## src/rtl/moxie_mem_pkg.sv

```systemverilog
// Shared definitions for the moxie memory controllers: controller state
// encoding and the wait-state counter width.
package moxie_mem_pkg;

   localparam int unsigned CNT_W = 4;

   typedef enum logic [2:0] {
      ST_IDLE  = 3'd0,
      ST_READ  = 3'd1,
      ST_WRITE = 3'd2,
      ST_WREC  = 3'd3,
      ST_ACK   = 3'd4
   } state_e;

endpackage

```

## src/rtl/wb_sram16.sv

```systemverilog
// Wishbone slave bridging 16-bit accesses onto an asynchronous SRAM with
// fixed read/write wait states; every SRAM-facing output is a flop.
module wb_sram16
   import moxie_mem_pkg::*;
#(
   parameter int unsigned AW      = 18,
   parameter int unsigned RD_WAIT = 2,
   parameter int unsigned WR_WAIT = 3
) (
   input  logic          clk_i,
   input  logic          rst_ni,
   input  logic [31:0]   wb_adr_i,
   input  logic [15:0]   wb_dat_i,
   input  logic [1:0]    wb_sel_i,
   input  logic          wb_we_i,
   input  logic          wb_cyc_i,
   input  logic          wb_stb_i,
   output logic [15:0]   wb_dat_o,
   output logic          wb_ack_o,
   output logic [AW-1:0] sram_adr_o,
   output logic [15:0]   sram_dq_o,
   output logic          sram_dq_oe_o,
   input  logic [15:0]   sram_dq_i,
   output logic          sram_ce_n_o,
   output logic          sram_oe_n_o,
   output logic          sram_we_n_o,
   output logic          sram_ub_n_o,
   output logic          sram_lb_n_o
);

   if (RD_WAIT < 1 || RD_WAIT > 15) begin : g_bad_rd_wait
      $error("wb_sram16: RD_WAIT must be within 1..15");
   end
   if (WR_WAIT < 1 || WR_WAIT > 15) begin : g_bad_wr_wait
      $error("wb_sram16: WR_WAIT must be within 1..15");
   end

   localparam logic [CNT_W-1:0] RD_LOAD = CNT_W'(RD_WAIT - 1);
   localparam logic [CNT_W-1:0] WR_LOAD = CNT_W'(WR_WAIT - 1);

   // Upper address bits and the byte-lane bit are decoded upstream.
   logic unused_adr;
   assign unused_adr = ^{wb_adr_i[31:AW+1], wb_adr_i[0]};

   state_e           state_q, state_d;
   logic [CNT_W-1:0] cnt_q, cnt_d;
   logic [AW-1:0]    adr_q, adr_d;
   logic [15:0]      dq_q, dq_d;
   logic [1:0]       sel_q, sel_d;
   logic [15:0]      dat_q, dat_d;
   logic             ack_q, ack_d;
   logic             ce_n_q, ce_n_d;
   logic             oe_n_q, oe_n_d;
   logic             we_n_q, we_n_d;
   logic             ub_n_q, ub_n_d;
   logic             lb_n_q, lb_n_d;
   logic             dq_oe_q, dq_oe_d;

   always_comb begin
      state_d = state_q;
      cnt_d   = cnt_q;
      adr_d   = adr_q;
      dq_d    = dq_q;
      sel_d   = sel_q;
      dat_d   = dat_q;

      unique case (state_q)
         ST_IDLE: begin
            if (wb_cyc_i && wb_stb_i) begin
               adr_d = wb_adr_i[AW:1];
               dq_d  = wb_dat_i;
               sel_d = wb_sel_i;
               if (wb_we_i) begin
                  state_d = ST_WRITE;
                  cnt_d   = WR_LOAD;
               end else begin
                  state_d = ST_READ;
                  cnt_d   = RD_LOAD;
               end
            end
         end
         ST_READ: begin
            if (cnt_q == '0) begin
               dat_d   = sram_dq_i;
               state_d = ST_ACK;
            end else begin
               cnt_d = cnt_q - CNT_W'(1);
            end
         end
         ST_WRITE: begin
            if (cnt_q == '0) begin
               state_d = ST_WREC;
            end else begin
               cnt_d = cnt_q - CNT_W'(1);
            end
         end
         ST_WREC: state_d = ST_ACK;
         ST_ACK:  state_d = ST_IDLE;
         default: begin
            state_d = ST_IDLE;
            cnt_d   = '0;
         end
      endcase

      // Strobes are decoded from the next state so the flops present them
      // during exactly the cycles spent in that state.
      ce_n_d  = !(state_d inside {ST_READ, ST_WRITE, ST_WREC});
      oe_n_d  = (state_d != ST_READ);
      we_n_d  = !(state_d == ST_WRITE && sel_d != 2'b00);
      dq_oe_d = (state_d inside {ST_WRITE, ST_WREC});
      ack_d   = (state_d == ST_ACK);
      ub_n_d  = 1'b1;
      lb_n_d  = 1'b1;
      if (state_d == ST_READ) begin
         ub_n_d = 1'b0;
         lb_n_d = 1'b0;
      end else if (dq_oe_d) begin
         ub_n_d = !sel_d[1];
         lb_n_d = !sel_d[0];
      end
   end

   always_ff @(posedge clk_i or negedge rst_ni) begin
      if (!rst_ni) begin
         state_q <= ST_IDLE;
         cnt_q   <= '0;
         adr_q   <= '0;
         dq_q    <= '0;
         sel_q   <= '0;
         dat_q   <= '0;
         ack_q   <= 1'b0;
         ce_n_q  <= 1'b1;
         oe_n_q  <= 1'b1;
         we_n_q  <= 1'b1;
         ub_n_q  <= 1'b1;
         lb_n_q  <= 1'b1;
         dq_oe_q <= 1'b0;
      end else begin
         state_q <= state_d;
         cnt_q   <= cnt_d;
         adr_q   <= adr_d;
         dq_q    <= dq_d;
         sel_q   <= sel_d;
         dat_q   <= dat_d;
         ack_q   <= ack_d;
         ce_n_q  <= ce_n_d;
         oe_n_q  <= oe_n_d;
         we_n_q  <= we_n_d;
         ub_n_q  <= ub_n_d;
         lb_n_q  <= lb_n_d;
         dq_oe_q <= dq_oe_d;
      end
   end

   assign wb_dat_o     = dat_q;
   assign wb_ack_o     = ack_q;
   assign sram_adr_o   = adr_q;
   assign sram_dq_o    = dq_q;
   assign sram_dq_oe_o = dq_oe_q;
   assign sram_ce_n_o  = ce_n_q;
   assign sram_oe_n_o  = oe_n_q;
   assign sram_we_n_o  = we_n_q;
   assign sram_ub_n_o  = ub_n_q;
   assign sram_lb_n_o  = lb_n_q;

endmodule
```

## config.mk

```make
export PLATFORM = sky130hd
export DESIGN_NAME = wb_sram16
export DESIGN_NICKNAME = d
export VERILOG_FILES = /design/src/rtl/moxie_mem_pkg.sv /design/src/rtl/wb_sram16.sv
export SDC_FILE = /design/constraint.sdc
export NUM_CORES = 1
export LEC_CHECK = 0
export BUFFER_PORTS_ARGS = -buffer_cell sky130_fd_sc_hd__buf_2
export CORE_MARGIN = 2
export CORE_UTILIZATION = 48
export CTS_BUF_LIST = sky130_fd_sc_hd__clkbuf_8
export DETAILED_ROUTE_END_ITERATION = 10
export PLACE_DENSITY = 0.84
export SETUP_SLACK_MARGIN = 0.2
export SYNTH_ARGS = -nofsm -noshare
export SYNTH_HDL_FRONTEND = slang
export SYNTH_SLANG_ARGS = --single-unit
```

## constraint.sdc

```tcl
create_clock -name clk_i -period 2.1 [get_ports clk_i]
set_input_delay 0.21 -clock clk_i [delete_from_list [all_inputs] [get_ports clk_i]]
set_output_delay 0.21 -clock clk_i [all_outputs]
set_load 0.02 [all_outputs]
```

==> PnR_summary.wiki, run 1 <==
{| class="wikitable"
! Metric !! Value
|-
| DP Wirelength || 4160 µm
|-
| Number of DRC markers after the initial detailed-route iteration || 101
|-
| Synth Area in XOR/XNOR || 0%
|-
| Mux share of post-synthesis cell area || 6.71%
|-
| Capturing point of the worst reg2reg path || cnt_q[2]$_DFFE_PN0P_
|-
| Antenna cell count || 0
|-
| Vias || 2,191
|-
| Sum of routed wire segments on met1 || 2360 µm
|-
| Measured slew at the worst slew-check pin || 651 ps
|-
| Synth Flop Type || sky130_fd_sc_hd__dfrtp_1
|-
| Maximum cell stage delay along the critical path || 480 ps
|-
| Top cell type by total area after synthesis || sky130_fd_sc_hd__dfrtp_1
|-
| Post-route antenna net violation count || 0
|-
| Dominant combinational cell family by area after synthesis || simple AND/OR/NAND/NOR gates
|-
| Worst-case setup margin in the final layout || 294 ps
|-
| Drc violations || 0
|-
| Crit share post-route || 86.0%
|-
| Largest driver fanout on the critical path || 7
|-
| Max Freq || 554 MHz
|-
| Share of post-route cells with drive strength above 1 || 42.4%
|-
| Number of global-route vias before repair || 2,220
|-
| Synth warnings || 0
|-
| Total global routing overflow || 0
|-
| Clock tree sinks || 66
|-
| Total die area || 6210 µm²
|-
| Capturing element type of the critical path || register
|-
| Kind of launch point of the worst setup path || register
|-
| Top-area cell type share of the netlist area || 56.8%
|-
| Hold crit path type || in2reg
|-
| Number of nets in the finished design || 450
|-
| Portion of the post-synthesis area used by sequential elements || 61.7%
|-
| First-pass GRT wire length || 9160 µm
|-
| RePlAce Congestion || 0.816
|-
| Met2 Wirelength || 2900 µm
|-
| Ys async rst share || 100%
|-
| Most frequent cell after synthesis || sky130_fd_sc_hd__nand2_1
|-
| Number of port buffers || 113
|-
| Outcome || finished clean
|-
| Effective utilization at floorplan || 49.4%
|-
| # H-tree levels || 3
|-
| Die width || 78.8 µm
|-
| Arrival time at the worst endpoint || 2080 ps
|-
| Number of filler cells placed in the layout || 460
|-
| Reg-to-reg slack, setup || 290 ps
|-
| RSZ-0062 raised after global routing || no
|-
| Peak supply drop || 829 µV
|-
| Period minus WS final || 1810 ps
|-
| Setup TNS || 0 ps
|-
| Share of synthesized cell area in full adder, half adder and majority cells || 0.932%
|-
| Worst R2R Path Depth || 6
|-
| Final Slew Violations || 0
|-
| Sum of routed wire length over all layers || 5640 µm
|-
| Number of post-CTS setup repair buffers || 0
|-
| Top post-synthesis cells by area || sky130_fd_sc_hd__dfrtp_1 (57%), sky130_fd_sc_hd__nand2_1 (16%), sky130_fd_sc_hd__mux2_2 (6.7%)
|-
| Standard-cell row count || 27
|-
| Number of buffers created by CTS || 9
|-
| Floorplan core area || 5440 µm²
|-
| Final-report setup violation count || 0
|-
| Post-route core utilization || 65.2%
|-
| Clock latency on the worst-skew pair || 330 ps
|-
| Cell variety after synth || 34
|-
| Simple-gate share of the synthesized area || 22.9%
|-
| Worst-path cell chain || inv_1, ha_1, nor3b_4, o31a_1, or4_1, nand2_1
|-
| Post-route clock skew || 7.50 ps
|-
| Number of cells traversed by the worst hold path || 3
|-
| Static Leak || 1.92 nW
|-
| Number of nets in the synthesized netlist || 331
|-
| Number of top-level design ports || 128
|-
| CTS tree || done
|-
| Synth top cells by count || sky130_fd_sc_hd__nand2_1 (114), sky130_fd_sc_hd__dfrtp_1 (61), sky130_fd_sc_hd__mux2_2 (16), sky130_fd_sc_hd__nor2_1 (8)
|-
| Combined global-route utilization of all metal layers || 19.0%
|-
| Hold path start || wb_dat_i[3]
|-
| Complex-gate fraction of the synthesized area || 4.15%
|-
| Classification of the worst setup path || reg2reg
|-
| Power density normalized to cell area || 1650 nW/µm²
|-
| Min-Delay Endpoint || sram_dq_o[3]$_DFFE_PN0P_
|-
| Setup slack after placement || 245 ps
|-
| Syn-to-layout area delta || 32.0%
|-
| Worst reg2reg path startpoint || cnt_q[0]$_DFFE_PN0P_
|-
| Longest Clk Path Bufs || 2
|-
| Routed length on met3 || 354 µm
|-
| Mean routed wirelength per cell || 12.4 µm
|-
| DR top layer || met4
|-
| Post-synth EDFFs || 0
|-
| Root buffer cell || sky130_fd_sc_hd__clkbuf_8
|-
| Initial antenna violation count || 0
|-
| Average cell area after synthesis || 10.4 µm²
|-
| Reported max-cap violation count || 0
|-
| Standard cell with the maximum stage delay on the critical path || sky130_fd_sc_hd__or4_1
|-
| Netlist area before placement || 2690 µm²
|-
| Height of the die || 78.8 µm
|-
| Remaining max-slew budget at the tightest pin || 56.6%
|-
| Total count of hold-check failures in the final report || 0
|-
| Number of register bits inferred by synthesis || 66
|-
| Number of instances in the synthesized netlist || 258
|-
| Req. time, crit path || 2370 ps
|-
| Largest net degree at the start of global routing || 31
|-
| CTS clk-pin slew, worst paths || 70 ps
|-
| Detailed-route vias per instance || 4.83
|-
| Number of detailed-route iterations in the first pass || 4
|}
## cell usage in the layout, fill, tap and decap left out, drive strengths merged, types with 2 or more instances in the layout
master / n
a21oi: 4
a221oi: 2
buf: 118
bufinv: 2
clkbuf: 10
clkinv: 3
dfrtp: 61
dfstp: 5
ha: 2
inv: 4
mux2: 16
nand2: 115
nand2b: 3
nand3b: 2
nor2: 8
nor3: 3
o21ai: 4
or2: 2
or3: 5
## metrics by stage
step	instance area [µm²]	power [W]	instances	hold WS (ps)
6_report	3550	0.00584	454	67.0
3_5_place_dp	3300	0.00469	437	277
4_1_cts	3540	0.00588	454	46.2
3_3_place_gp	3300	0.00458	437	274
2_1_floorplan	2690	0.00389	258	-85.6
5_1_grt	3550	0.00625	454	60.8
## per-layer routing
layer / global-route usage [%] / vias to the layer above
met5: 0 / -
met4: 6.72 / 0
met3: 5.57 / 2
met2: 33.2 / 75
met1: 22.4 / 1044
li1: - / 1070
## how the worst max path moves through the flow
stage	startpoint	to	slack [ps]	cells past startpoint
floorplan	cnt_q[0]$_DFFE_PN0P_	cnt_q[2]$_DFFE_PN0P_	420	6
global placement	cnt_q[0]$_DFFE_PN0P_	wb_dat_o[2]$_DFFE_PN0P_	320	5
detailed placement	cnt_q[0]$_DFFE_PN0P_	wb_dat_o[0]$_DFFE_PN0P_	250	5
CTS	cnt_q[0]$_DFFE_PN0P_	wb_dat_o[0]$_DFFE_PN0P_	240	5
global route	cnt_q[0]$_DFFE_PN0P_	cnt_q[2]$_DFFE_PN0P_	200	6
finish	cnt_q[0]$_DFFE_PN0P_	cnt_q[2]$_DFFE_PN0P_	290	6
## critical path, delay by kind of cell, from the launching register on
family | cells | cell delay (ps)
flops | 1 | 390
fa+ha+maj | 1 | 210
compound gates | 1 | 340
buf+inv | 1 | 80
simple gates | 3 | 730
## state kept, by name, indices dropped and copies added, names as in the netlist
name and count:
sram_adr_o 18, sram_dq_o 16, wb_dat_o 16, cnt_q 4
state_q 3, sel_q 2, sram_ce_n_o 1, sram_dq_oe_o 1
sram_lb_n_o 1, sram_oe_n_o 1, sram_ub_n_o 1, sram_we_n_o 1
wb_ack_o 1
## kinds of logic after synthesis
family	count (synthesis)
AND/OR/NAND/NOR	143
multiplexers	16
buffers and inverters	15
flip-flops	66
adder cells (fa/ha/maj)	2
AO/OA/AOI/OAI	16
## what timing repair did
item | in CTS | in global routing
setup endpoints to repair | 0 | 20
endpoints found under the hold margin | 23 | 0
resized for setup | 0 | 2
hold buffers | 1 | 0
## where the power goes
group	switching [W]	total, W	internal, W
combinational	0.00152	0.00243	0.000916
clock	0.000467	0.00117	0.000702
sequential	0.000337	0.00224	0.00190
## layout make-up
class | instances | area (µm²) | area share [%]
flip-flops and latches | 66 | 1660 | 46.7
multi-input cells | 177 | 943 | 26.6
repair buffers | 119 | 613 | 17.3
clock buffers | 10 | 138 | 3.88
clock inverters | 6 | 90.1 | 2.54
well taps | 72 | 90.1 | 2.54
inverters | 4 | 15.0 | 0.423
Power figures use the tool's default switching activity.
==> inputs of run 2 (changes only) <==
--- a/config.mk
+++ b/config.mk
@@ -6,7 +6,6 @@
 export NUM_CORES = 1
 export LEC_CHECK = 0
 export BUFFER_PORTS_ARGS = -buffer_cell sky130_fd_sc_hd__buf_2
-export CORE_MARGIN = 2
 export CORE_UTILIZATION = 48
 export CTS_BUF_LIST = sky130_fd_sc_hd__clkbuf_8
 export DETAILED_ROUTE_END_ITERATION = 10
==> PnR_summary.wiki, run 2 (synthesis gave the netlist of run 1 again) <==
{| class="wikitable"
! Metric !! Value
|-
| Outcome || finished clean
|-
| Detailed-route vias per instance || 4.77
|-
| Post-route antenna net violation count || 0
|-
| Drc violations || 0
|-
| Antenna cell count || 0
|-
| Number of flip-flops under the largest register name || 18
|-
| Height of the die || 76.8 µm
|-
| Largest driver fanout on the critical path || 7
|-
| Footprint of the multi-input gates || 937 µm²
|-
| Sum of routed wire length over all layers || 5500 µm
|-
| Clock tree sinks || 66
|-
| Power density normalized to cell area || 1590 nW/µm²
|-
| Maximum cell stage delay along the critical path || 500 ps
|-
| Longest Clk Path Bufs || 2
|-
| Remaining max-slew budget at the tightest pin || 68.5%
|-
| Number of port buffers || 113
|-
| Largest net degree at the start of global routing || 26
|-
| Syn-to-layout area delta || 29.3%
|-
| Classification of the worst setup path || reg2reg
|-
| Measured slew at the worst slew-check pin || 470 ps
|-
| Static Leak || 1.91 nW
|-
| Non-Filler Cell Area, Final || 3470 µm²
|-
| Final Slew Violations || 0
|-
| Max Freq || 548 MHz
|-
| Period minus WS final || 1820 ps
|-
| Number of nets in the finished design || 451
|-
| Crit share post-route || 86.9%
|-
| Area occupied by registers || 1660 µm²
|-
| Final-report setup violation count || 0
|-
| Placement-stage cell area || 3300 µm²
|-
| Combined global-route utilization of all metal layers || 20.0%
|-
| Initial antenna violation count || 0
|-
| Worst-path cell chain || inv_1, ha_1, nor3b_2, o31a_1, or4_1, nand2_1
|-
| Total global routing overflow || 0
|-
| Peak supply drop || 797 µV
|-
| Floorplan core area || 5240 µm²
|-
| First-pass GRT wire length || 9240 µm
|-
| Kind of launch point of the worst setup path || register
|-
| Reported max-cap violation count || 0
|-
| CTS tree || done
|-
| Effective utilization at floorplan || 51.3%
|-
| DP Wirelength || 3990 µm
|-
| Number of DRC markers after the initial detailed-route iteration || 84
|-
| Share of post-route cells with drive strength above 1 || 41.8%
|-
| Setup TNS || 0 ps
|-
| Most used cells in the layout excluding fill and tap cells || sky130_fd_sc_hd__nand2_1 (114), sky130_fd_sc_hd__buf_2 (113), sky130_fd_sc_hd__dfrtp_1 (61)
|-
| Mean routed wirelength per cell || 12.1 µm
|-
| Number of filler cells placed in the layout || 433
|-
| Number of detailed-route iterations in the first pass || 4
|-
| Standard cell with the maximum stage delay on the critical path || sky130_fd_sc_hd__or4_1
|-
| Vias || 2,163
|-
| Die width || 76.8 µm
|-
| Number of buffers created by CTS || 9
|-
| Hold crit path type || in2reg
|-
| Most common cell after layout, fill and taps aside || sky130_fd_sc_hd__nand2_1
|-
| Standard-cell row count || 26
|-
| Arrival time at the worst endpoint || 2090 ps
|-
| Post-route clock skew || 5.47 ps
|-
| RSZ-0062 raised after global routing || no
|-
| Clock latency on the worst-skew pair || 320 ps
|-
| Root buffer cell || sky130_fd_sc_hd__clkbuf_8
|-
| RePlAce Congestion || 0.805
|-
| Number of top-level design ports || 128
|-
| CTS clk-pin slew, worst paths || 70 ps
|-
| # H-tree levels || 3
|-
| Capturing element type of the critical path || register
|-
| Total power after layout || 0.00552 W
|-
| Req. time, crit path || 2370 ps
|-
| Number of global-route vias before repair || 2,178
|-
| Total die area || 5900 µm²
|-
| Total count of hold-check failures in the final report || 0
|}
==> run 2: where the power goes <==
part / switching, W / internal, W / total (W)
registers: 0.000321 / 0.00190 / 0.00222
clock network: 0.000438 / 0.000407 / 0.000844
logic: 0.00153 / 0.000923 / 0.00245
==> run 2: final timing paths <==
check | startpoint | end | slack [ps] | cells past startpoint
max in group asynchronous | rst_ni | sram_dq_o[1]$_DFFE_PN0P_ | 1060 | 3
worst max-delay path | cnt_q[0]$_DFFE_PN0P_ | cnt_q[2]$_DFFE_PN0P_ | 280 | 6
min in group asynchronous | rst_ni | state_q[1]$_DFF_PN0_ | 370 | 2
worst min-delay path | wb_dat_i[14] | sram_dq_o[14]$_DFFE_PN0P_ | 70 | 3
worst max register to register | cnt_q[0]$_DFFE_PN0P_ | cnt_q[2]$_DFFE_PN0P_ | 280 | 6
worst min register to register | sel_q[0]$_DFF_PN0_ | sram_lb_n_o$_DFF_PN1_ | 460 | 1
==> run 2: critical path, delay by kind of cell, from the launching register on <==
family	cells	cell delay (ps)
fa+ha+maj	1	190
buf+inv	1	80
simple gates	3	780
compound gates	1	340
flops	1	380
==> run 2: area by class of cell <==
class,instances,area share (%)
Sequential cell,66,47.7
Multi-Input combinational cell,177,27.0
Timing Repair Buffer,120,17.9
Clock buffer,9,3.57
Tap cell,70,2.52
Clock inverter,7,0.901
Inverter,4,0.432
==> run 2: per-layer routing <==
layer	vias to the layer above	share of wire (%)	track usage, %
met2	80	48	33.2
met5	-	0	0
met4	0	1.8	10.6
li1	1073	-	-
met3	11	6.3	4.40
met1	999	44	24.2
==> run 2: timing repair <==
item,4_1_cts,5_1_grt
setup endpoints to repair,0,18
hold buffers,1,0
gates resized for setup,0,1
hold endpoints to repair,15,0
buffers inserted,0,1
==> run 2: metrics by stage <==
step           hold slack, ps  instances  util (%)  setup WS [ps]
3_3_place_gp              189        435      62.9            323
6_report                 72.5        453      66.3            276
5_1_grt                  64.0        453      66.3            192
3_5_place_dp              186        435      62.9            279
4_1_cts                  58.1        452      66.1            259
2_1_floorplan           -85.6        258         -            417
==> inputs of run 3 (changes only) <==
--- a/config.mk
+++ b/config.mk
@@ -10,6 +10,7 @@
 export CTS_BUF_LIST = sky130_fd_sc_hd__clkbuf_8
 export DETAILED_ROUTE_END_ITERATION = 10
 export PLACE_DENSITY = 0.84
+export RECOVER_POWER = 25
 export SETUP_SLACK_MARGIN = 0.2
 export SYNTH_ARGS = -nofsm -noshare
 export SYNTH_HDL_FRONTEND = slang
==> PnR_summary.wiki, run 3 (synthesis gave the netlist of run 1 again) <==
{| class="wikitable"
! Metric !! Value
|-
| Worst R2R Path Depth || 5
|-
| First-pass GRT wire length || 9240 µm
|-
| Final Slew Violations || 0
|-
| Kind of launch point of the worst setup path || register
|-
| Clock network power share || 15.5%
|-
| Relative contribution of sequential cells to total power || 40.9%
|-
| Number of DRC markers after the initial detailed-route iteration || 85
|-
| Most used cells in the layout excluding fill and tap cells || sky130_fd_sc_hd__nand2_1 (114), sky130_fd_sc_hd__buf_2 (86), sky130_fd_sc_hd__dfrtp_1 (61)
|-
| Arrival time at the worst endpoint || 2050 ps
|-
| Hold crit path type || in2reg
|-
| Capturing element type of the critical path || register
|-
| Most common cell type on the critical path || sky130_fd_sc_hd__nand2_1
|-
| Clock tree sinks || 66
|-
| Mean routed wirelength per cell || 12.2 µm
|-
| Syn-to-layout area delta || 28.0%
|-
| CTS clk-pin slew, worst paths || 60 ps
|-
| Remaining max-slew budget at the tightest pin || 26.0%
|-
| Reg-to-reg slack, setup || 270 ps
|-
| Classification of the worst setup path || reg2reg
|-
| Footprint of the multi-input gates || 937 µm²
|-
| Floorplan core area || 5240 µm²
|-
| Period minus WS final || 1830 ps
|-
| Total power after layout || 0.00546 W
|-
| Largest net degree at the start of global routing || 26
|-
| Total global routing overflow || 0
|-
| RSZ-0062 raised after global routing || no
|-
| Crit share post-route || 87.3%
|-
| Static Leak || 1.82 nW
|-
| Reported max-cap violation count || 0
|-
| Clock latency on the worst-skew pair || 320 ps
|-
| Worst-path cell chain || or2_0, or3_4, buf_4, nand2_1, nand2_1
|-
| Power density normalized to cell area || 1590 nW/µm²
|-
| Number of nets in the finished design || 451
|-
| Number of filler cells placed in the layout || 449
|-
| Combinational Power Share || 43.6%
|-
| RePlAce Congestion || 0.805
|-
| Die width || 76.8 µm
|-
| Net Sw Frac || 42.0%
|-
| Number of port buffers || 113
|-
| Standard cell with the maximum stage delay on the critical path || sky130_fd_sc_hd__or3_4
|-
| Vias || 2,170
|-
| Post-route clock skew || 5.60 ps
|-
| # H-tree levels || 3
|-
| Longest Clk Path Bufs || 2
|-
| Worst-case setup margin in the final layout || 268 ps
|-
| Total count of hold-check failures in the final report || 0
|-
| Setup slack after placement || 279 ps
|-
| Final-report setup violation count || 0
|-
| Initial antenna violation count || 0
|-
| Standard-cell row count || 26
|-
| Number of detailed-route iterations in the first pass || 4
|-
| Peak supply drop || 792 µV
|-
| Drc violations || 0
|-
| Setup TNS || 0 ps
|-
| Hold path start || wb_dat_i[14]
|-
| Number of global-route vias before repair || 2,178
|-
| CTS tree || done
|-
| Max Freq || 546 MHz
|-
| Capturing point of the worst reg2reg path || sram_adr_o[15]$_DFFE_PN0P_
|-
| Sum of routed wire length over all layers || 5510 µm
|-
| Measured slew at the worst slew-check pin || 1110 ps
|-
| Combined global-route utilization of all metal layers || 20.0%
|-
| Effective utilization at floorplan || 51.3%
|-
| Number of instances in the placed design || 435
|-
| Maximum cell stage delay along the critical path || 500 ps
|-
| Number of top-level design ports || 128
|-
| Switching power of the nets || 0.00229 W
|-
| Filler-free cell count of the finished design || 453
|-
| DP Wirelength || 3990 µm
|-
| Outcome || finished clean
|-
| Largest driver fanout on the critical path || 21
|-
| Share of post-route cells with drive strength above 1 || 34.7%
|-
| Worst reg2reg path startpoint || state_q[2]$_DFF_PN0_
|-
| Number of flip-flops under the largest register name || 18
|-
| Number of cells traversed by the worst hold path || 3
|-
| Height of the die || 76.8 µm
|-
| Area occupied by registers || 1660 µm²
|-
| Antenna cell count || 0
|-
| Root buffer cell || sky130_fd_sc_hd__clkbuf_8
|-
| Detailed-route vias per instance || 4.79
|-
| Number of buffers created by CTS || 9
|-
| Total die area || 5900 µm²
|-
| Internal power consumption || 0.00316 W
|-
| Post-route core utilization || 65.7%
|-
| Most common cell after layout, fill and taps aside || sky130_fd_sc_hd__nand2_1
|-
| Req. time, crit path || 2310 ps
|-
| Post-route antenna net violation count || 0
|-
| Min-Delay Endpoint || sram_dq_o[14]$_DFFE_PN0P_
|}
[run 3: cell types whose count changed in the layout (fill, tap and decap cells not counted), sizes merged]
cell    delta
buf       -27
clkbuf    +27
[run 3: area by class of cell]
class / count / area share, %
tap: 70 / 2.55
inverter: 4 / 0.437
clock buffer: 9 / 3.60
timing repair buffer: 120 / 17.1
clock inverter: 7 / 0.909
multi-input combinational: 177 / 27.2
sequential: 66 / 48.2
[run 3: how the worst max path moves through the flow]
stage | endpoint | from | slack (ps) | depth (start not counted)
global route | sram_adr_o[11]$_DFFE_PN0P_ | state_q[2]$_DFF_PN0_ | 160 | 5
floorplan | cnt_q[2]$_DFFE_PN0P_ | cnt_q[0]$_DFFE_PN0P_ | 420 | 6
detailed placement | cnt_q[2]$_DFFE_PN0P_ | cnt_q[0]$_DFFE_PN0P_ | 280 | 6
finish | sram_adr_o[15]$_DFFE_PN0P_ | state_q[2]$_DFF_PN0_ | 270 | 5
CTS | cnt_q[2]$_DFFE_PN0P_ | cnt_q[0]$_DFFE_PN0P_ | 260 | 6
global placement | wb_dat_o[2]$_DFFE_PN0P_ | cnt_q[0]$_DFFE_PN0P_ | 320 | 5
[run 3: layer usage]
layer	share of wire (%)	GRT usage, %
met3	6.4	4.40
met5	0	0
met4	1.8	10.6
met2	48	33.2
met1	44	24.2
[run 3: per-stage QoR]
stage | area, µm² | hold WS [ps]
after global placement | 3300 | 189
after CTS | 3460 | 58.1
after detailed placement | 3300 | 186
after global routing | 3440 | 64.0
final | 3440 | 72.4
after floorplan | 2690 | -85.6
[run 3: worst max-delay path: cells and delay by family (launching register included)]
family | cells | cell delay (ps)
AND/OR/NAND/NOR | 4 | 1030
buffers and inverters | 1 | 250
flip-flops | 1 | 440
[run 3: timing repair]
item | in CTS | in global routing
buffers inserted | 0 | 1
endpoints found under the hold margin | 15 | 0
hold buffers | 1 | 0
resized for setup | 0 | 1
endpoints found under the setup margin | 0 | 18
[run 3: power groups by stage]
| stage | Clock [W] | Combinational (W) | Sequential (W) |
|---|---|---|---|
| 2_1_floorplan | 0 | 0.00103 | 0.00287 |
| 3_5_place_dp | 0 | 0.00244 | 0.00223 |
| 3_3_place_gp | 0 | 0.00236 | 0.00221 |
| 4_1_cts | 0.000872 | 0.00244 | 0.00222 |
| 5_1_grt | 0.000923 | 0.00262 | 0.00232 |
| 6_report | 0.000843 | 0.00238 | 0.00223 |
